## config.mk

```make
export PLATFORM = sky130hd
export DESIGN_NAME = instr_fetch_unit
export DESIGN_NICKNAME = d
export VERILOG_FILES = /design/src/rtl/definitions_pkg.sv /design/src/rtl/fetch_buffer.sv /design/src/rtl/instr_fetch_unit.sv
export SDC_FILE = /design/constraint.sdc
export NUM_CORES = 1
export LEC_CHECK = 0
export ABC_AREA = 1
export BUFFER_PORTS_ARGS = -buffer_cell sky130_fd_sc_hd__buf_2
export CORE_ASPECT_RATIO = 0.6
export CORE_UTILIZATION = 40
export CTS_CLUSTER_DIAMETER = 200
export DETAILED_ROUTE_END_ITERATION = 10
export GPL_TIMING_DRIVEN = 0
export HOLD_SLACK_MARGIN = 0.1
export SLEW_MARGIN = 15
export SYNTH_ARGS = -nofsm -noshare
export SYNTH_HDL_FRONTEND = slang
export SYNTH_SLANG_ARGS = --single-unit
```

## constraint.sdc

```tcl
create_clock -name clk_i -period 2 [get_ports clk_i]
set_clock_uncertainty 0.15 [all_clocks]
set_input_delay 0.1 -clock clk_i [delete_from_list [all_inputs] [get_ports clk_i]]
set_output_delay 0.1 -clock clk_i [all_outputs]
set_load 0.02 [all_outputs]
```

## src/rtl/definitions_pkg.sv

```systemverilog
// Shared fetch-path types: address/instruction words, fetch FSM states, buffer entry layout.
// The legality helper is the single place that encodes the text-segment bounds.
package definitions_pkg;

  localparam int ADDR_W = 16;

  typedef logic [ADDR_W-1:0] word_ut;
  typedef logic [31:0]       word_32ut;

  localparam word_ut   TEXT_ORG  = 16'h0000;
  localparam word_ut   TEXT_END  = 16'h0100;
  localparam word_32ut NOP_INSTR = 32'h0000_0013;

  typedef enum logic {FETCH, HALT} fetch_state_e;

  typedef struct packed {
    word_ut   pc;
    word_32ut instr;
    logic     fault;
  } fetch_entry_t;

  // Bounds are checked one bit wider so pc+4 cannot wrap past TEXT_END unnoticed.
  function automatic logic pc_legal(word_ut pc);
    logic [ADDR_W:0] pc_end;
    logic [ADDR_W:0] pc_off;
    pc_end = {1'b0, pc} + (ADDR_W+1)'(4);
    pc_off = {1'b0, pc} - {1'b0, TEXT_ORG};
    return (pc[1:0] == 2'b00) && !pc_off[ADDR_W] && (pc_end <= {1'b0, TEXT_END});
  endfunction

endpackage

```

## src/rtl/fetch_buffer.sv

```systemverilog
// Two-entry shift FIFO of fetch entries; head is a register so outputs carry no logic.
// Latency 1 cycle push-to-head; flush overrides push/pop; caller must not push when full without popping.
module fetch_buffer
  import definitions_pkg::*;
#(
  parameter word_ut RESET_PC = TEXT_ORG
) (
  input  logic         clk_i,
  input  logic         rst_ni,
  input  logic         push,
  input  fetch_entry_t push_entry,
  input  logic         pop,
  input  logic         flush,
  output logic [1:0]   count,
  output fetch_entry_t head
);

  fetch_entry_t head_q;
  fetch_entry_t tail_q;
  logic [1:0]   count_q;
  logic         pop_ok;

  assign pop_ok = pop && (count_q != 2'd0);
  assign count  = count_q;
  assign head   = head_q;

  always_ff @(posedge clk_i or negedge rst_ni) begin
    if (!rst_ni) begin
      count_q <= 2'd0;
      head_q  <= '{pc: RESET_PC, instr: NOP_INSTR, fault: 1'b0};
      tail_q  <= '{pc: RESET_PC, instr: NOP_INSTR, fault: 1'b0};
    end else if (flush) begin
      count_q <= 2'd0;
    end else if (push && !pop_ok) begin
      if (count_q == 2'd0) head_q <= push_entry;
      else                 tail_q <= push_entry;
      count_q <= count_q + 2'd1;
    end else if (!push && pop_ok) begin
      // Head keeps its last contents when the buffer empties.
      if (count_q == 2'd2) head_q <= tail_q;
      count_q <= count_q - 2'd1;
    end else if (push && pop_ok) begin
      if (count_q == 2'd2) begin
        head_q <= tail_q;
        tail_q <= push_entry;
      end else begin
        head_q <= push_entry;
      end
    end
  end

endmodule

```

## src/rtl/instr_fetch_unit.sv

```systemverilog
// Fetch sequencer: drives the RAM address from pc_q and queues returned words for decode.
// Latency 1 cycle fetch/redirect to valid; stalls fetch while the buffer is full and not draining.
module instr_fetch_unit
  import definitions_pkg::*;
#(
  parameter word_ut RESET_PC  = TEXT_ORG,
  parameter int     BUF_DEPTH = 2
) (
  input  logic     clk_i,
  input  logic     rst_ni,
  output word_ut   imem_a_o,
  input  word_32ut imem_d_i,
  input  logic     redirect_i,
  input  word_ut   redirect_pc_i,
  output logic     instr_valid_o,
  input  logic     instr_ready_i,
  output word_32ut instr_o,
  output word_ut   instr_pc_o,
  output logic     instr_fault_o
);

  localparam logic [1:0] BUF_FULL = 2'(BUF_DEPTH);

  fetch_state_e state_q;
  word_ut       pc_q;
  logic [1:0]   count;
  fetch_entry_t head;
  fetch_entry_t push_entry;
  logic         handshake;
  logic         legal;
  logic         enq;

  assign imem_a_o      = pc_q;
  assign instr_valid_o = (count != 2'd0);
  assign instr_o       = head.instr;
  assign instr_pc_o    = head.pc;
  assign instr_fault_o = head.fault;

  assign handshake  = instr_valid_o && instr_ready_i;
  assign legal      = pc_legal(pc_q);
  assign enq        = (state_q == FETCH) && !redirect_i && ((count < BUF_FULL) || handshake);
  assign push_entry = legal ? '{pc: pc_q, instr: imem_d_i,  fault: 1'b0}
                            : '{pc: pc_q, instr: NOP_INSTR, fault: 1'b1};

  // An illegal PC is queued once as a fault marker and fetch parks until redirected.
  always_ff @(posedge clk_i or negedge rst_ni) begin
    if (!rst_ni) begin
      state_q <= FETCH;
      pc_q    <= RESET_PC;
    end else if (redirect_i) begin
      state_q <= FETCH;
      pc_q    <= redirect_pc_i;
    end else if (enq) begin
      if (legal) pc_q    <= pc_q + word_ut'(4);
      else       state_q <= HALT;
    end
  end

  fetch_buffer #(
    .RESET_PC (RESET_PC)
  ) u_fetch_buffer (
    .clk_i      (clk_i),
    .rst_ni     (rst_ni),
    .push       (enq),
    .push_entry (push_entry),
    .pop        (handshake),
    .flush      (redirect_i),
    .count      (count),
    .head       (head)
  );

endmodule

```

==> flow_metrics.py, run 1 <==
metrics = {
    "status": {
        "status": "finished, violations left",
        "failed_checks": "setup timing",
    },
    "grt": {
        "track_usage_pct": 24.53,
        "grt_pass1_vias": 5342,
        "grt_overflow_total": 0,
        "grt_max_degree": 68,
        "use_met2_pct": 33.08,
        "grt_pass1_wl_um": 28520,
        "met1_usage_pct": 38.35,
        "antenna_found_initial": 0,
        "busiest_layer": "met1",
        "gr-usage-met3_pct": 5.601,
    },
    "final_layout": {
        "antennaDiodeCount": 0,
        "syn2layout_area_growth_pct": 44.40,
        "fin_nets": 1028,
        "drive_gt1_share_pct": 32.42,
        "layout_commonest_cell": "nand2_1",
        "final_cell_area_sq_um": 8533,
        "most-common-layout-cells": "274 x nand2_1, 120 x buf_2, 104 x dfrtp_1, 89 x nor2_1, 55 x o21ai_0",
    },
    "min_path": {
        "holdPathEnd": "imem_a_o[0]",
        "hold_start": "redirect_i",
        "hp-class": "in2reg",
        "whs_path_depth": 3,
    },
    "placement": {
        "gp_congestion": 0.8887,
        "io_buffers": 116,
        "place_area_sq_um": 6766,
        "dp.final_hpwl_um": 11990,
    },
    "sta": {
        "max_clock_freq_ghz": 0.4500,
        "setup_ws_ps": -222.1,
        "finalCriticalPeriod_ps": 2222,
        "rsz0062_at_grt": "true",
        "setup_violations": 81,
        "hold_violations": 0,
        "relSlewSlack_pct": 50.24,
        "final.period_utilization_pct": 111.1,
        "fin_tns_setup_ps": -11980,
        "worst_slew_pin_slew_ps": 746.4,
        "drv_slew": 0,
    },
    "critical_path": {
        "r2r_start": "imem_a_o[2]",
        "end_kind": "register",
        "path_common_cell": "nand2_1",
        "critPathKind": "reg2reg",
        "crit_slowest_cell": "dfrtp_2",
        "cp_max_fo": 7,
        "cp_cell_sequence": "ha_4 -> buf_4 -> nand2_1 -> nand2_2 -> nor2_1 -> nand2_1 -> nor2_2 -> a21oi_2 -> nor2_4 -> buf_6 -> nand3_4 -> buf_6 -> nand3_2 -> nand2_1",
        "required_ps": 2150,
        "critPathLaunch": "imem_a_o[2]",
        "r2r_slack_ps": -220,
        "cpLargestDelayFamily": "simple AND/OR/NAND/NOR gates",
        "cp-start-kind": "register",
        "slowest_delay_ps": 430,
        "crit_buf_inv": 3,
        "reg2regPathDepth": 14,
        "crit_arrival_ps": 2370,
        "r2r-end": "imem_a_o[15]",
    },
    "pwr": {
        "power_frac_clock_pct": 30.4,
        "pwr-share-seq_pct": 35.6,
        "p_switching_mw": 3.847,
        "netSwitchingFraction_pct": 38.36,
        "internal_power_mw": 6.181,
        "ir_drop_v": 0.0005905,
        "powerDensity_nw_per_um2": 1175,
        "comb_power_share_pct": 34.1,
        "p_leak_nw": 4.334,
    },
    "floorplan": {
        "rows": 33,
        "initial_utilization_pct": 42.09,
        "ios": 118,
        "core_area_sq_um": 14040,
        "die_x_um": 158.9,
        "die-area_sq_um": 15280,
        "die_y_um": 96.15,
    },
    "yosys": {
        "syn_inst": 761,
        "syn_area_sq_um": 5909,
        "ys_seq_area_share_pct": 49.67,
        "synth_fp_nets": 815,
        "synth_cell_types": 27,
        "yosys_warnings": 0,
        "syn_avg_cell_area_sq_um": 7.765,
        "synth-seq-cells": 117,
    },
    "route": {
        "firstDrtPassIters": 5,
        "first_iter_violations": 427,
        "routedWlPerCell_um": 15.52,
        "route.detailed.drc": 0,
        "wl_um": 18300,
        "ant_nets": 0,
        "num_vias": 5730,
        "vias_per_cell": 4.860,
    },
    "clocking": {
        "numCtsBuffers": 17,
        "clock_latency_ps": 410,
        "clockBufferDepth": 2,
        "clk_pin_slew_worst_paths_ps": 60,
        "cts_tree": "built",
        "h-tree-depth": 4,
        "cts_sinks": 117,
        "cts_root_buf": "clkbuf_16",
    },
    "job": {
        "maxCapViolCount": 0,
    },
}
## synth_stat cells
cell,instances,share of area [%]
a21oi_1,5,0.42
a21oi_2,1,0.15
buf_1,2,0.13
buf_4,16,2.0
buf_6,7,1.3
clkbuf_1,32,2.0
dfrtp_1,111,47
dfstp_2,6,2.7
ha_1,2,0.42
inv_1,34,2.2
inv_2,1,0.063
nand2_1,288,18
nand2_2,1,0.11
nand3_1,25,2.1
nand3_2,30,5.1
nand3_4,1,0.30
nand3b_1,1,0.13
nand4_1,7,0.74
nor2_1,94,6.0
nor2_2,1,0.11
nor2_4,4,0.76
o211ai_1,1,0.13
o21ai_0,61,5.2
o21ai_1,27,2.3
o221ai_1,1,0.15
o22ai_1,1,0.11
xor2_1,1,0.15
## layer usage
metal | part of all wire [%] | vias to the layer above
met3 | 7.9 | 16
met5 | 0 | -
met2 | 39 | 206
met1 | 52 | 2668
li1 | - | 2840
met4 | 0.81 | 0
## what timing repair did
action | 4_1_cts | 5_1_grt
pin swaps | 21 | 11
hold endpoints to repair | 197 | 0
gates resized for setup | 67 | 69
setup endpoints to repair | 113 | 109
cloned | 2 | 2
hold buffers | 54 | 0
buffers inserted | 20 | 2
## worst min-delay path, cell delays in order
cell	delay, ps
clkbuf_1	150
clkbuf_1	250
o21ai_0	190
## worst max-delay path by stage
stage | endpoint | slack (ps) | cells after the start
2_1_floorplan | imem_a_o[6] | 0.3 | 10
3_3_place_gp | imem_a_o[3] | -1100 | 1
3_5_place_dp | u_fetch_buffer.head[0] | -620 | 9
4_1_cts | imem_a_o[15] | -190 | 12
5_1_grt | u_fetch_buffer.head[10] | -320 | 15
6_report | imem_a_o[15] | -220 | 14
## power groups by stage
stage / clock (mW) / combinational, mW / sequential (mW)
6_report: 3.04 / 3.42 / 3.57
3_5_place_dp: 0 / 3.04 / 3.57
3_3_place_gp: 0 / 3.02 / 3.57
5_1_grt: 3.19 / 3.76 / 3.64
2_1_floorplan: 0 / 1.44 / 4.04
4_1_cts: 3.07 / 3.30 / 3.55
## registers in the layout, indices dropped and copies added (netlist names)
name,flops
u_fetch_buffer.head,49
u_fetch_buffer.count,2
state_q,1
imem_a_o,16
u_fetch_buffer.tail_q,49
## cell type report
cell class | instances | area [sq um]
fill | 1289 | 5505
tap | 192 | 240.2
inverter | 35 | 131.4
multi-input combinational | 553 | 2836
buffer | 54 | 365.4
sequential | 117 | 2944
timing repair buffer | 196 | 1424
clock inverter | 14 | 152.6
clock buffer | 18 | 439.2
## logic make-up (layout without fill, tap and decap cells)
| family | count (synthesis) | count (layout) | share of synthesized area, % |
|---|---|---|---|
| flops | 117 | 117 | 49.67 |
| fa+ha+maj | 2 | 2 | 0.4234 |
| xor+xnor | 1 | 1 | 0.1482 |
| compound gates | 97 | 97 | 8.406 |
| buf+inv | 92 | 317 | 7.749 |
| simple gates | 452 | 453 | 33.60 |
## through the flow
stage | hold WS (ps) | util, % | cells | worst slack (ps) | power, mW
floorplan | -345.6 | - | 761 | 0.2645 | 5.479
global placement | 156.9 | 47.96 | 1069 | -1100 | 6.598
detailed placement | -65.16 | 48.20 | 1070 | -619.4 | 6.619
CTS | 171.2 | 58.90 | 1175 | -192.9 | 9.920
global route | 231.5 | 60.78 | 1179 | -323.3 | 10.59
finish | 182.1 | 60.78 | 1179 | -222.1 | 10.03
(Power assumes the default switching activity.)
==> run 2: changes to the inputs <==
--- a/config.mk
+++ b/config.mk
@@ -13,6 +13,7 @@
 export DETAILED_ROUTE_END_ITERATION = 10
 export GPL_TIMING_DRIVEN = 0
 export HOLD_SLACK_MARGIN = 0.1
+export RECOVER_POWER = 50
 export SLEW_MARGIN = 15
 export SYNTH_ARGS = -nofsm -noshare
 export SYNTH_HDL_FRONTEND = slang
==> run 2 against run 1 <==
The run still ends with setup timing left. Sequential share of layout area up 0.28 points. Count of clock-buffer cells in the layout unchanged. Worst setup slack worse by 4.4 ps. Cell area down 0.79%.
==> flow_metrics.py, run 2 (synthesis gave the netlist of run 1 again) <==
metrics = {
    "final_layout": {
        "final_cell_count_no_fill": 1179,
        "seq_area_sq_um": 2944,
        "antennaDiodeCount": 0,
        "syn2layout_area_growth_pct": 43.26,
        "fillers": 1321,
        "layout_commonest_cell": "nand2_1",
        "fin_nets": 1028,
        "most-common-layout-cells": "274 x nand2_1, 104 x dfrtp_1, 89 x nor2_1, 69 x buf_2, 61 x clkbuf_1",
        "multi_input_area_sq_um": 2836,
        "drive_gt1_share_pct": 27.25,
    },
    "pwr": {
        "p_leak_nw": 4.150,
        "powerDensity_nw_per_um2": 1171,
        "ir_drop_v": 0.0005611,
    },
    "clocking": {
        "cts_sinks": 117,
        "clockBufferDepth": 2,
        "cts_tree": "built",
        "numCtsBuffers": 17,
        "clock_latency_ps": 410,
        "h-tree-depth": 4,
        "cts_root_buf": "clkbuf_16",
        "clk_pin_slew_worst_paths_ps": 60,
    },
    "route": {
        "firstDrtPassIters": 5,
        "ant_nets": 0,
        "route.detailed.drc": 0,
        "first_iter_violations": 372,
        "vias_per_cell": 4.882,
        "wl_um": 18310,
        "num_vias": 5756,
        "routedWlPerCell_um": 15.53,
    },
    "floorplan": {
        "initial_utilization_pct": 42.09,
        "die-area_sq_um": 15280,
        "rows": 33,
        "ios": 118,
        "die_x_um": 158.9,
        "die_y_um": 96.15,
        "core_area_sq_um": 14040,
    },
    "grt": {
        "track_usage_pct": 24.53,
        "grt_overflow_total": 0,
        "grt_pass1_wl_um": 28520,
        "grt_max_degree": 68,
        "antenna_found_initial": 0,
        "grt_pass1_vias": 5342,
    },
    "critical_path": {
        "reg2regPathDepth": 11,
        "crit_arrival_ps": 2380,
        "r2r_slack_ps": -230,
        "r2r-end": "imem_a_o[15]",
        "critPathKind": "reg2reg",
        "r2r_start": "imem_a_o[2]",
        "cp_max_fo": 7,
        "cp-start-kind": "register",
        "required_ps": 2150,
        "end_kind": "register",
    },
    "sta": {
        "rsz0062_at_grt": "true",
        "final.period_utilization_pct": 111.3,
        "hold_violations": 0,
        "max_clock_freq_ghz": 0.4491,
        "drv_slew": 0,
        "worst_slew_pin_slew_ps": 746.5,
        "relSlewSlack_pct": 50.23,
        "whs_ps": 196.9,
        "setup_violations": 81,
        "finalCriticalPeriod_ps": 2227,
        "setup_ws_ps": -226.5,
    },
    "min_path": {
        "holdPathEnd": "imem_a_o[0]",
        "hp-class": "in2reg",
        "hold_start": "redirect_i",
        "whs_path_depth": 3,
    },
    "job": {
        "maxCapViolCount": 0,
    },
    "placement": {
        "pre_cts_ws_ps": -619.4,
        "place_inst": 1070,
        "dp.final_hpwl_um": 11990,
        "gp_congestion": 0.8887,
        "io_buffers": 116,
    },
    "status": {
        "failed_checks": "setup timing",
        "status": "finished, violations left",
    },
}
[run 2: cell types whose count changed in the layout (fill, tap and decap cells not counted), sizes merged]
cell,change
buf,-54
clkbuf,+54
[run 2: routing by layer]
metal | up-vias | track usage (%) | wire length [um]
met2 | 204 | 33.08 | 7137
met5 | - | 0 | 0
met1 | 2691 | 38.35 | 9729
li1 | 2840 | - | -
met4 | 0 | 6.490 | 173
met3 | 21 | 5.601 | 1265
[run 2: critical path: stages (launching register included)]
cell and delay, ps:
dfrtp_2 390, ha_4 150, nand3_4 100, nor2_4 240
xor2_4 250, a21oi_2 70, nor2_4 190, buf_6 130
nand3_4 140, buf_6 180, nand3_2 50, nand2_1 60
[run 2: what timing repair did]
action / 4_1_cts / 5_1_grt
endpoints found under the hold margin: 197 / 0
hold buffers: 54 / 0
gates resized for setup: 67 / 69
pin swaps: 21 / 11
setup endpoints to repair: 113 / 109
gates cloned: 2 / 2
buffers inserted: 20 / 2
[run 2: cell type report]
class | count | area share (%)
Inverter | 35 | 1.552
Buffer | 54 | 4.316
Multi-Input combinational cell | 553 | 33.51
Clock buffer | 18 | 5.188
Sequential cell | 117 | 34.78
Tap cell | 192 | 2.838
Timing Repair Buffer | 196 | 16.02
Clock inverter | 14 | 1.803
[run 2: where the power goes]
part | switching (mW) | leakage (nW) | internal (mW) | total [mW]
registers | 0.480 | 1.51 | 3.10 | 3.58
logic | 2.21 | 2.38 | 1.08 | 3.29
clock network | 1.17 | 0.267 | 1.87 | 3.05
[run 2: worst max path at each step]
stage | start | to | slack [ps]
after detailed placement | imem_a_o[2] | u_fetch_buffer.head[0] | -620
after global routing | imem_a_o[3] | u_fetch_buffer.head[10] | -320
after CTS | imem_a_o[2] | imem_a_o[15] | -190
after floorplan | imem_a_o[2] | imem_a_o[6] | 0.3
final | imem_a_o[2] | imem_a_o[15] | -230
after global placement | rst_ni | imem_a_o[3] | -1100
[run 2: per-stage QoR]
stage	setup TNS, ps	cell area [sq um]	utilization, %	power (mW)
after floorplan	0	5912	-	5.479
after global placement	-142270	6733	47.96	6.598
after detailed placement	-45110	6766	48.20	6.619
after CTS	-9045	8269	58.90	9.920
after global routing	-19640	8466	60.30	10.48
final	-12370	8466	60.30	9.916
==> run 3: changes to the inputs <==
--- a/config.mk
+++ b/config.mk
@@ -14,6 +14,7 @@
 export GPL_TIMING_DRIVEN = 0
 export HOLD_SLACK_MARGIN = 0.1
 export RECOVER_POWER = 50
+export SETUP_SLACK_MARGIN = 0.1
 export SLEW_MARGIN = 15
 export SYNTH_ARGS = -nofsm -noshare
 export SYNTH_HDL_FRONTEND = slang
==> run 3 against run 2 <==
The flow still finishes with violations (setup timing). Die area unchanged. Fmax fell by 0.80%. Register-to-register slack worse by 20 ps. Core utilization fell by 0.29 points. Count of clock-buffer cells in the layout is the same. Hold slack lost 39 ps. Power grew 1.9%. Critical path depth did not move. Critical endpoint unchanged.
==> flow_metrics.py, run 3 (synthesis gave the netlist of run 1 again) <==
metrics = {
    "min_path": {
        "hp-class": "in2reg",
    },
    "grt": {
        "grt_pass1_wl_um": 29610,
        "grt_pass1_vias": 5474,
        "grt_overflow_total": 0,
        "antenna_found_initial": 0,
        "track_usage_pct": 25.45,
        "grt_max_degree": 70,
    },
    "final_layout": {
        "final_util_pct": 60.01,
        "multi_input_area_sq_um": 2776,
        "antennaDiodeCount": 0,
        "drive_gt1_share_pct": 26.06,
        "fillers": 1287,
        "final_cell_area_sq_um": 8424,
        "syn2layout_area_growth_pct": 42.56,
        "final_cell_count_no_fill": 1178,
        "layout_commonest_cell": "nand2_1",
        "fin_nets": 1027,
        "seq_area_sq_um": 2945,
        "most-common-layout-cells": "280 x nand2_1, 103 x dfrtp_1, 87 x nor2_1, 67 x buf_2, 63 x clkbuf_1",
    },
    "status": {
        "status": "finished, violations left",
        "failed_checks": "setup timing",
    },
    "floorplan": {
        "die-area_sq_um": 15280,
        "die_x_um": 158.9,
        "initial_utilization_pct": 42.09,
        "core_area_sq_um": 14040,
        "ios": 118,
        "die_y_um": 96.15,
        "rows": 33,
    },
    "clocking": {
        "clockBufferDepth": 2,
        "cts_tree": "built",
        "cts_root_buf": "clkbuf_16",
        "h-tree-depth": 4,
        "clk_pin_slew_worst_paths_ps": 60,
        "numCtsBuffers": 17,
        "cts_sinks": 117,
        "clock_latency_ps": 410,
    },
    "critical_path": {
        "cp-start-kind": "register",
        "end_kind": "register",
        "slowest_delay_ps": 430,
        "crit_slowest_cell": "dfrtp_2",
        "cp_max_fo": 7,
        "critPathKind": "reg2reg",
        "required_ps": 2150,
        "cp_cell_sequence": "ha_4 -> nand3_4 -> nor2_4 -> xor2_4 -> a21oi_4 -> nor2_4 -> buf_12 -> nand3_4 -> buf_6 -> nand3_1 -> nand2_1",
        "crit_arrival_ps": 2390,
    },
    "pwr": {
        "total_power_mw": 10.11,
        "ir_drop_v": 0.0006214,
        "p_leak_nw": 4.148,
        "powerDensity_nw_per_um2": 1200,
    },
    "route": {
        "ant_nets": 0,
        "firstDrtPassIters": 5,
        "first_iter_violations": 402,
        "routedWlPerCell_um": 15.80,
        "vias_per_cell": 4.927,
        "route.detailed.drc": 0,
        "num_vias": 5804,
        "wl_um": 18610,
    },
    "sta": {
        "max_clock_freq_ghz": 0.4456,
        "whs_ps": 157.8,
        "fin_tns_setup_ps": -12660,
        "worst_slew_pin_slew_ps": 719.1,
        "finalCriticalPeriod_ps": 2244,
        "hold_violations": 0,
        "relSlewSlack_pct": 52.06,
        "setup_ws_ps": -244.4,
        "final.period_utilization_pct": 112.2,
        "rsz0062_at_grt": "true",
        "drv_slew": 0,
        "setup_violations": 81,
    },
    "placement": {
        "io_buffers": 116,
        "place_inst": 1070,
        "gp_congestion": 0.8585,
        "dp.final_hpwl_um": 12100,
        "pre_cts_ws_ps": -530.3,
        "place_area_sq_um": 6790,
    },
    "job": {
        "maxCapViolCount": 0,
    },
}
## run 3: path summary, 6_finish.rpt
path,from,cells after the start,to,slack (ps)
min,instr_ready_i,5,u_fetch_buffer.head[46],160
min reg2reg,u_fetch_buffer.tail_q[5],2,u_fetch_buffer.tail_q[5],320
min in group asynchronous,rst_ni,3,u_fetch_buffer.head[42],700
max,imem_a_o[2],11,imem_a_o[15],-240
max reg2reg,imem_a_o[2],11,imem_a_o[15],-240
max in group asynchronous,rst_ni,4,u_fetch_buffer.tail_q[2],180
## run 3: final cells by class
cell class	count	area share [%]
inverter	35	1.559
buffer	57	4.886
sequential	117	34.96
clock buffer	18	5.213
multi-input combinational	553	32.96
timing repair buffer	192	15.46
clock inverter	14	2.109
tap	192	2.852
## run 3: repair_timing
| item | in CTS | in global routing |
|---|---|---|
| pin swaps | 11 | 7 |
| setup endpoints to repair | 113 | 113 |
| hold endpoints to repair | 192 | 0 |
| buffers inserted | 13 | 6 |
| resized for setup | 56 | 67 |
| hold buffers | 54 | 0 |
| gates cloned | 3 | 1 |
## run 3: routing by layer
metal	vias to the layer above	part of all wire [%]	wire length, um	track usage (%)
met2	200	40	7351	35.93
li1	2836	-	-	-
met1	2759	53	9817	38.93
met5	-	0	0	0
met4	0	0.59	109	5.609
met3	9	7.1	1330	5.816
## run 3: power breakdown
group	switching (mW)	leakage [nW]	internal, mW	total, mW
Clock	1.19	0.289	2.00	3.19
Sequential	0.479	1.51	3.10	3.58
Combinational	2.23	2.35	1.11	3.34
## run 3: critical path: cells and delay by family (launching register included)
kind / cells / cell delay, ps
XOR/XNOR: 1 / 250
flip-flops: 1 / 430
adder cells (fa/ha/maj): 1 / 170
buffers and inverters: 2 / 330
AND/OR/NAND/NOR: 6 / 720
AO/OA/AOI/OAI: 1 / 70
